## src/rtl/ms_stopwatch_pkg.sv

```systemverilog
// Shared types and constants for the millisecond stopwatch core.
package ms_stopwatch_pkg;

  typedef enum logic [1:0] {
    IDLE    = 2'd0,
    RUNNING = 2'd1,
    PAUSED  = 2'd2,
    LAP     = 2'd3
  } state_t;

  localparam int unsigned BCD_W   = 4;
  localparam int unsigned MOD_DEC = 10;
  localparam int unsigned MOD_SEX = 6;

endpackage

```

## src/rtl/ms_stopwatch_digit.sv

```systemverilog
// Single BCD digit: modulo-N counter with synchronous clear and carry-out.
module bcd_digit
  import ms_stopwatch_pkg::*;
#(
  parameter int unsigned N = 10
) (
  input  logic             clk_i,
  input  logic             clr_i,
  input  logic             inc_i,
  output logic [BCD_W-1:0] q_o,
  output logic             carry_o
);

  logic [BCD_W-1:0] q;
  logic             at_max;

  assign at_max = (q == BCD_W'(N - 1));

  // Wrapping on >= keeps the digit inside its legal range even from a bad value.
  always_ff @(posedge clk_i) begin
    if (clr_i)
      q <= '0;
    else if (inc_i)
      q <= (q >= BCD_W'(N - 1)) ? '0 : q + 1'b1;
  end

  assign q_o     = q;
  assign carry_o = inc_i & at_max;

endmodule

```

## src/rtl/ms_stopwatch.sv

```systemverilog
// Stopwatch core: re-times the 1 kHz wave into ticks, counts BCD MM:SS.hh, run/pause/lap/clear.
module ms_stopwatch
  import ms_stopwatch_pkg::*;
#(
  parameter int unsigned MS_PER_HUND = 10,
  parameter int unsigned SYNC_STAGES = 2
) (
  input  logic        clk_i,
  input  logic        reset_i,
  input  logic        ms_clk_i,
  input  logic        start_stop_i,
  input  logic        lap_i,
  input  logic        clear_i,
  output logic [23:0] digits_o,
  output logic        running_o,
  output logic        lap_o,
  output logic        wrap_o
);

  localparam int unsigned PRE_W = (MS_PER_HUND > 1) ? $clog2(MS_PER_HUND) : 1;

  logic [SYNC_STAGES-1:0] sync;
  logic                   prev;
  logic                   tick;

  always_ff @(posedge clk_i) begin
    if (reset_i) begin
      sync <= '0;
      prev <= 1'b0;
    end else begin
      sync <= {sync[SYNC_STAGES-2:0], ms_clk_i};
      prev <= sync[SYNC_STAGES-1];
    end
  end

  assign tick = sync[SYNC_STAGES-1] & ~prev;

  state_t state, state_next;
  logic   latch_en;
  logic   counting;

  assign counting = (state == RUNNING) || (state == LAP);

  always_ff @(posedge clk_i) begin
    if (reset_i)
      state <= IDLE;
    else
      state <= state_next;
  end

  always_comb begin
    state_next = state;
    latch_en   = 1'b0;
    if (clear_i) begin
      state_next = IDLE;
    end else begin
      case (state)
        IDLE:    if (start_stop_i) state_next = RUNNING;
        RUNNING: begin
          if (start_stop_i) begin
            state_next = PAUSED;
          end else if (lap_i) begin
            state_next = LAP;
            latch_en   = 1'b1;
          end
        end
        LAP: begin
          if (start_stop_i)
            state_next = PAUSED;
          else if (lap_i)
            state_next = RUNNING;
        end
        PAUSED:  if (start_stop_i) state_next = RUNNING;
        default: state_next = IDLE;
      endcase
    end
  end

  logic [PRE_W-1:0] presc;
  logic             presc_term;
  logic             hund_inc;
  logic             digit_clr;

  assign presc_term = (presc == PRE_W'(MS_PER_HUND - 1));
  assign digit_clr  = reset_i | clear_i;
  // Counting gates on the registered state, so a tick in a transition cycle uses the old state.
  assign hund_inc   = tick & counting & presc_term;

  always_ff @(posedge clk_i) begin
    if (digit_clr)
      presc <= '0;
    else if (tick && counting)
      presc <= presc_term ? '0 : presc + 1'b1;
  end

  logic [BCD_W-1:0] h1, h10, s1, s10, m1, m10;
  logic             c_h1, c_h10, c_s1, c_s10, c_m1, c_m10;
  logic [23:0]      live;
  logic [23:0]      latch;

  bcd_digit #(.N(MOD_DEC)) u_h1  (.clk_i(clk_i), .clr_i(digit_clr), .inc_i(hund_inc), .q_o(h1),  .carry_o(c_h1));
  bcd_digit #(.N(MOD_DEC)) u_h10 (.clk_i(clk_i), .clr_i(digit_clr), .inc_i(c_h1),     .q_o(h10), .carry_o(c_h10));
  bcd_digit #(.N(MOD_DEC)) u_s1  (.clk_i(clk_i), .clr_i(digit_clr), .inc_i(c_h10),    .q_o(s1),  .carry_o(c_s1));
  bcd_digit #(.N(MOD_SEX)) u_s10 (.clk_i(clk_i), .clr_i(digit_clr), .inc_i(c_s1),     .q_o(s10), .carry_o(c_s10));
  bcd_digit #(.N(MOD_DEC)) u_m1  (.clk_i(clk_i), .clr_i(digit_clr), .inc_i(c_s10),    .q_o(m1),  .carry_o(c_m1));
  bcd_digit #(.N(MOD_SEX)) u_m10 (.clk_i(clk_i), .clr_i(digit_clr), .inc_i(c_m1),     .q_o(m10), .carry_o(c_m10));

  assign live = {m10, m1, s10, s1, h10, h1};

  always_ff @(posedge clk_i) begin
    if (reset_i) begin
      latch     <= '0;
      digits_o  <= '0;
      running_o <= 1'b0;
      lap_o     <= 1'b0;
      wrap_o    <= 1'b0;
    end else begin
      if (clear_i)
        latch <= '0;
      else if (latch_en)
        latch <= live;
      digits_o  <= (state == LAP) ? latch : live;
      running_o <= (state_next == RUNNING) || (state_next == LAP);
      lap_o     <= (state_next == LAP);
      wrap_o    <= c_m10 & ~clear_i;
    end
  end

endmodule
```

## config.mk

```make
export PLATFORM = sky130hd
export DESIGN_NAME = ms_stopwatch
export DESIGN_NICKNAME = d
export VERILOG_FILES = /design/src/rtl/ms_stopwatch_pkg.sv /design/src/rtl/ms_stopwatch_digit.sv /design/src/rtl/ms_stopwatch.sv
export SDC_FILE = /design/constraint.sdc
export NUM_CORES = 1
export LEC_CHECK = 0
export BUFFER_PORTS_ARGS = -buffer_cell sky130_fd_sc_hd__buf_2
export CORE_ASPECT_RATIO = 0.8
export CORE_UTILIZATION = 61
export CTS_BUF_LIST = sky130_fd_sc_hd__clkbuf_8
export CTS_CLUSTER_SIZE = 28
export DETAILED_ROUTE_END_ITERATION = 10
export PLACE_DENSITY = 0.82
export REMOVE_ABC_BUFFERS = 1
export SLEW_MARGIN = 15
export SYNTH_ARGS = -nofsm -noshare
export SYNTH_HDL_FRONTEND = slang
export SYNTH_SLANG_ARGS = --single-unit
```

## constraint.sdc

```tcl
create_clock -name clk_i -period 2.1 [get_ports clk_i]
set_input_delay 0.63 -clock clk_i [delete_from_list [all_inputs] [get_ports clk_i]]
set_output_delay 0.63 -clock clk_i [all_outputs]
set_load 0.005 [all_outputs]
```

==> impl_metrics.py, run 1 <==
metrics = {
    "route": {
        "routedWlPerCell_um": 14.0,
        "drt_iter0_markers": 191,
        "drt_wl_total_um": 7660,
        "route.detailed.drc": 0,
        "routed-via-count": 3029,
        "drt-pass1-iter-count": 4,
        "viasPerCell": 5.54,
        "ant_nets": 0,
    },
    "floorplan": {
        "die_area_um2": 6180,
        "core_area_um2": 5560,
        "die_w_um": 87.6,
        "row_count": 24,
        "io_pins": 33,
        "initial_utilization_pct": 64.4,
        "chipHeight_um": 70.5,
    },
    "synth": {
        "yosysSeqAreaShare_pct": 46.4,
        "ys_warn_count": 0,
        "ys.flop_type": "dfxtp_1",
        "synth_enable_flop_cells": 0,
        "netlist_area_um2": 3580,
        "ys_ff_latch": 83,
        "yosysUniqueCellTypes": 46,
        "synth_cells": 436,
        "async_flop_share_pct": 0,
        "syn_avg_cell_area_um2": 8.21,
    },
    "finish": {
        "final_common_cell": "nand2_1",
        "layout-drive-gt1-share_pct": 15.4,
        "final_cell_mix": "nand2_1, dfxtp_1, a21oi_1",
        "n_fill_cell": 428,
        "fin_nets": 488,
        "stdcell_count": 547,
        "diodes": 0,
        "area_growth_pct": 13.7,
    },
    "flow_run": {
        "cap_violations": 0,
    },
    "power_and_ir_drop": {
        "netSwitchingPower_uw": 609,
        "vdd_drop_max_uv": 591,
        "seqPwrFrac_pct": 53.6,
        "leakage_nw": 1.52,
        "p_int_mw": 2.33,
        "combPwrFrac_pct": 2.2,
        "clockPowerShare_pct": 44.2,
        "swShare_pct": 20.7,
        "power_density_nw_per_um2": 723,
    },
    "global_routing": {
        "grt_max_degree": 29,
        "grt_pass1_wl_um": 13000,
        "antenna_found_initial": 0,
        "track_usage_pct": 27.2,
        "grt_pass1_vias": 2813,
        "grt_overflow": 0,
    },
    "sta": {
        "clock.fmax_mhz": 524,
        "fin_skew_ns": 0.0104,
        "fin_tns_setup_ns": 0,
        "fin_crit_sh_pct": 90.9,
        "rsz0062_at_grt": "no",
        "drv_slew": 0,
        "setup_viol": 0,
        "hold_violations": 0,
        "finalCriticalPeriod_ns": 1.91,
        "timing.slew.headroom_pct": 63.5,
        "worst_pin_slew_ns": 0.543,
    },
    "hold_path": {
        "min_from": "sync[0]",
        "worstHoldEndpoint": "sync[1]",
        "hold_path_class": "reg -> reg",
        "hold_path_depth": 1,
    },
    "placement": {
        "dp_cells": 531,
        "place.gp.congestion": 0.843,
        "place.detailed.hpwl_um": 5150,
        "portBuffers": 32,
    },
    "clocking": {
        "cts_max_level": 3,
        "cts_num_sinks": 83,
        "root_buffer": "clkbuf_8",
        "post_cts_buffers": 0,
        "clk_path_buf_depth": 2,
        "cts_hold_buf": 0,
        "path_clk_slew_ns": 0.08,
        "cts_resized": 0,
        "cts_buffers": 9,
        "clk-insertion-delay-late_ns": 0.36,
        "cts_tree": "done",
    },
    "critical_path": {
        "path_class": "reg -> reg",
        "r2r-end": "u_m10.q_o[2]",
        "r2r_setup_slack_ns": 0.19,
        "arrival_ns": 2.20,
        "path_max_fanout": 10,
        "rr_startpoint": "u_h1.q_o[0]",
        "start_kind": "register",
        "worstPathRequired_ns": 2.39,
        "critPathCaptureType": "register",
        "r2r_cells": 5,
    },
    "status": {
        "outcome": "finished clean",
    },
}
==> synth_stat cells, types with 2 or more instances <==
cell	number	area, um2
nand4b_1	3	26.3
nor2_1	13	48.8
o21ai_0	16	80.1
nor3b_1	2	15.0
xor2_1	3	26.3
buf_2	3	15.0
inv_1	16	60.1
nand2b_1	6	37.5
buf_1	2	7.51
nand4_1	9	56.3
a41oi_1	2	17.5
clkbuf_1	20	75.1
ha_1	18	225
buf_4	2	15.0
a31oi_1	2	12.5
nor2b_1	5	31.3
nand2_1	107	402
and2_1	2	12.5
or3b_2	2	17.5
o31ai_1	5	37.5
dfxtp_1	83	1660
nand3_1	8	40.0
and3b_1	5	43.8
and3_1	2	12.5
and4_2	2	20.0
nor3_1	6	30.0
xnor2_1	2	17.5
a21oi_1	69	345
a211oi_1	4	30.0
==> cell families (layout without fill, tap and decap cells) <==
family | Yosys count | after routing | share of synthesized area (%)
AO/OA/AOI/OAI | 103 | 103 | 15.8
XOR/XNOR | 5 | 5 | 1.22
adder cells (fa/ha/maj) | 18 | 18 | 6.29
buffers and inverters | 43 | 76 | 4.82
flip-flops | 83 | 83 | 46.4
AND/OR/NAND/NOR | 184 | 184 | 25.4
==> per-stage QoR <==
stage / cell area, um2 / total power [mW] / worst slack (ns) / hold WS (ns) / util [%]
final: 4070 / 2.94 / 0.191 / 0.446 / 73.2
after global routing: 4070 / 3.03 / 0.0679 / 0.465 / 73.2
after CTS: 4070 / 2.96 / 0.209 / 0.453 / 73.2
after detailed placement: 3830 / 1.68 / 0.218 / 0.434 / 69.0
after global placement: 3830 / 1.68 / 0.272 / 0.417 / 69.0
after floorplan: 3470 / 1.64 / -0.295 / 0.414 / -
==> flip-flops by register name (all words and copies together), names as in the netlist, 4 cells and up <==
signal and cells:
u_s1.q_o 4, u_m1.q_o 4, u_h1.q_o 4, u_m10.q_o 4, latch 24, u_h10.q_o 4, u_s10.q_o 4, presc 4
digits_o 24
==> worst max-delay path: stages, from the launching register on <==
cell     delay [ns]
dfxtp_1        0.45
ha_1           0.21
and3b_1        0.32
nand4_4        0.19
or4_1          0.54
a21oi_1        0.14
==> per-layer routing <==
layer	vias to the layer above	wire [um]	GRT usage [%]	share of wire [%]
met5	-	0	0	0
met4	0	83	8.56	1.1
met3	7	432	7.33	5.6
met2	87	3640	42.8	48
met1	1403	3510	36.4	46
li1	1532	-	-	-
==> worst max-delay path by stage <==
| stage | from | to | slack (ns) | cells past startpoint |
|---|---|---|---|---|
| floorplan | start_stop_i | latch[0] | -0.30 | 4 |
| finish | u_h1.q_o[0] | u_m10.q_o[2] | 0.19 | 5 |
| global placement | u_h1.q_o[0] | u_m10.q_o[2] | 0.27 | 5 |
| CTS | u_h1.q_o[0] | u_m10.q_o[2] | 0.21 | 5 |
| detailed placement | u_h1.q_o[0] | u_m10.q_o[2] | 0.22 | 5 |
| global route | u_h1.q_o[0] | u_m10.q_o[2] | 0.07 | 5 |
==> area by class of cell <==
cell class | count | area (um2) | share of cell area (%)
multi-input combinational | 310 | 1750 | 43.0
clock inverter | 5 | 85.1 | 2.09
inverter | 16 | 60.1 | 1.48
timing repair buffer | 44 | 263 | 6.46
clock buffer | 11 | 151 | 3.72
tap | 78 | 97.6 | 2.40
sequential | 83 | 1660 | 40.8
==> power by group through the flow <==
stage / logic (mW) / registers [mW] / clock network [mW]
6_report: 0.0652 / 1.58 / 1.30
5_1_grt: 0.0709 / 1.58 / 1.38
4_1_cts: 0.0647 / 1.58 / 1.32
3_5_place_dp: 0.0647 / 1.62 / 0
3_3_place_gp: 0.0629 / 1.61 / 0
2_1_floorplan: 0.0261 / 1.62 / 0
No activity file was read; power rests on OpenSTA's default activity.
==> run 2: changes to the inputs <==
- CORE_UTILIZATION: 61 -> 55
- PLACE_DENSITY: 0.82 -> 0.78
- clock period: 2.1 -> 1.6 ns (I/O delays scaled with it)
==> run 2 against run 1 <==
Effect of this change:
- global-route usage decreased by 1.6 points
- clock-buffer cell count decreased by 1
- power increased by 19%
- critical path depth increased by 1
==> impl_metrics.py, run 2 (synthesis gave the netlist of run 1 again) <==
metrics = {
    "status": {
        "outcome": "finished clean",
    },
    "flow_run": {
        "cap_violations": 0,
    },
    "floorplan": {
        "initial_utilization_pct": 58.7,
        "die_w_um": 92.2,
        "core_area_um2": 6100,
        "row_count": 25,
        "chipHeight_um": 74.2,
        "io_pins": 33,
        "die_area_um2": 6840,
    },
    "critical_path": {
        "rr_startpoint": "u_m1.q_o[1]",
        "r2r_cells": 6,
        "r2r_setup_slack_ns": 0.04,
        "critPathCaptureType": "register",
        "path_max_fanout": 3,
        "worstPathRequired_ns": 1.90,
        "path_class": "reg -> reg",
        "arrival_ns": 1.85,
        "r2r-end": "u_m10.q_o[2]",
        "crit_start": "u_m1.q_o[1]",
        "start_kind": "register",
    },
    "hold_path": {
        "worstHoldEndpoint": "sync[0]",
        "hold_path_depth": 2,
        "hold_path_class": "in -> reg",
        "min_from": "ms_clk_i",
    },
    "sta": {
        "worst_pin_slew_ns": 0.348,
        "rsz0062_at_grt": "yes",
        "fin_skew_ns": 0.00545,
        "drv_slew": 0,
        "timing.slew.headroom_pct": 76.7,
        "finalCriticalPeriod_ns": 1.56,
        "setup_viol": 0,
        "fin_crit_sh_pct": 97.4,
        "clock.fmax_mhz": 642,
        "hold_violations": 0,
    },
    "clocking": {
        "path_clk_slew_ns": 0.08,
        "cts_hold_buf": 0,
        "cts_num_sinks": 83,
        "cts_max_level": 3,
        "clk_path_buf_depth": 2,
        "cts_buffers": 9,
        "clk-insertion-delay-late_ns": 0.35,
        "root_buffer": "clkbuf_8",
        "cts_tree": "done",
    },
    "global_routing": {
        "grt_max_degree": 28,
        "grt_pass1_vias": 3029,
        "track_usage_pct": 25.6,
        "grt_pass1_wl_um": 13700,
        "antenna_found_initial": 0,
        "grt_overflow": 0,
    },
    "route": {
        "routed-via-count": 3185,
        "viasPerCell": 5.45,
        "route.detailed.drc": 0,
        "drt_wl_total_um": 8300,
        "ant_nets": 0,
        "drt-pass1-iter-count": 4,
        "drt_iter0_markers": 141,
        "routedWlPerCell_um": 14.2,
    },
    "finish": {
        "multi_input_area_um2": 1850,
        "final_util_pct": 72.3,
        "area_growth_pct": 23.2,
        "n_fill_cell": 483,
        "diodes": 0,
        "layout-drive-gt1-share_pct": 27.2,
        "reg_top3": "digits_o (24), latch (24)",
        "stdcell_count": 584,
        "final_common_cell": "nand2_1",
        "fin_nets": 523,
        "register_area_um2": 1670,
        "final_cell_mix": "nand2_1, dfxtp_1, a21oi_1",
    },
    "power_and_ir_drop": {
        "leakage_nw": 1.68,
        "vdd_drop_max_uv": 761,
        "power_density_nw_per_um2": 792,
    },
    "placement": {
        "portBuffers": 32,
        "dp_cells": 567,
        "place.detailed.hpwl_um": 5690,
        "place.gp.congestion": 0.860,
    },
}
-- run 2: cell type report --
type | instances | share of cell area [%]
multi-input cells | 310 | 41.9
clock buffers | 10 | 3.12
inverters | 16 | 1.36
well taps | 81 | 2.30
clock inverters | 5 | 0.681
repair buffers | 79 | 12.8
flip-flops and latches | 83 | 37.8
-- run 2: worst max-delay path: stages, from the launching register on --
cell	delay (ns)
dfxtp_1	0.33
inv_2	0.07
ha_2	0.17
and3b_2	0.23
nand3_2	0.09
or4_4	0.48
a21oi_2	0.13
-- run 2: worst max-delay path by stage --
stage	endpoint	slack [ns]	depth (start not counted)
finish	u_m10.q_o[2]	0.04	6
global route	u_m10.q_o[3]	-0.02	7
CTS	u_h1.q_o[0]	-0.002	6
detailed placement	u_h1.q_o[0]	-0.11	6
global placement	u_h1.q_o[3]	0.03	6
floorplan	latch[0]	-0.65	4
-- run 2: stage by stage --
stage	setup TNS [ns]	power (mW)	area [um2]	hold WS [ns]	worst slack (ns)
after floorplan	-15.61	2.15	3470	0.414	-0.645
after global placement	0	2.22	4120	0.418	0.0319
after detailed placement	-0.313	2.22	4120	0.423	-0.108
after CTS	-0.00157	3.51	4320	0.326	-0.00157
after global routing	-0.0331	3.60	4410	0.388	-0.0168
final	0	3.49	4410	0.337	0.0421
-- run 2: report_power, final --
group / total [mW] / switching, mW / internal, mW
registers: 2.07 / 0.00252 / 2.07
logic: 0.109 / 0.0648 / 0.0440
clock network: 1.32 / 0.727 / 0.588
-- run 2: repair_timing --
item                                    in CTS  in global routing
pin swaps                                    1                  5
resized for setup                            6                 34
buffers inserted                             0                  2
endpoints found under the setup margin       6                 21
-- run 2: metal layers --
layer  vias up  global-route usage (%)  share of wire [%]
met5         -                       0                  0
met1      1492                    32.0                 46
met4         0                    9.55                1.0
met3         8                    5.42                5.5
li1       1599                       -                  -
met2        86                    44.3                 47
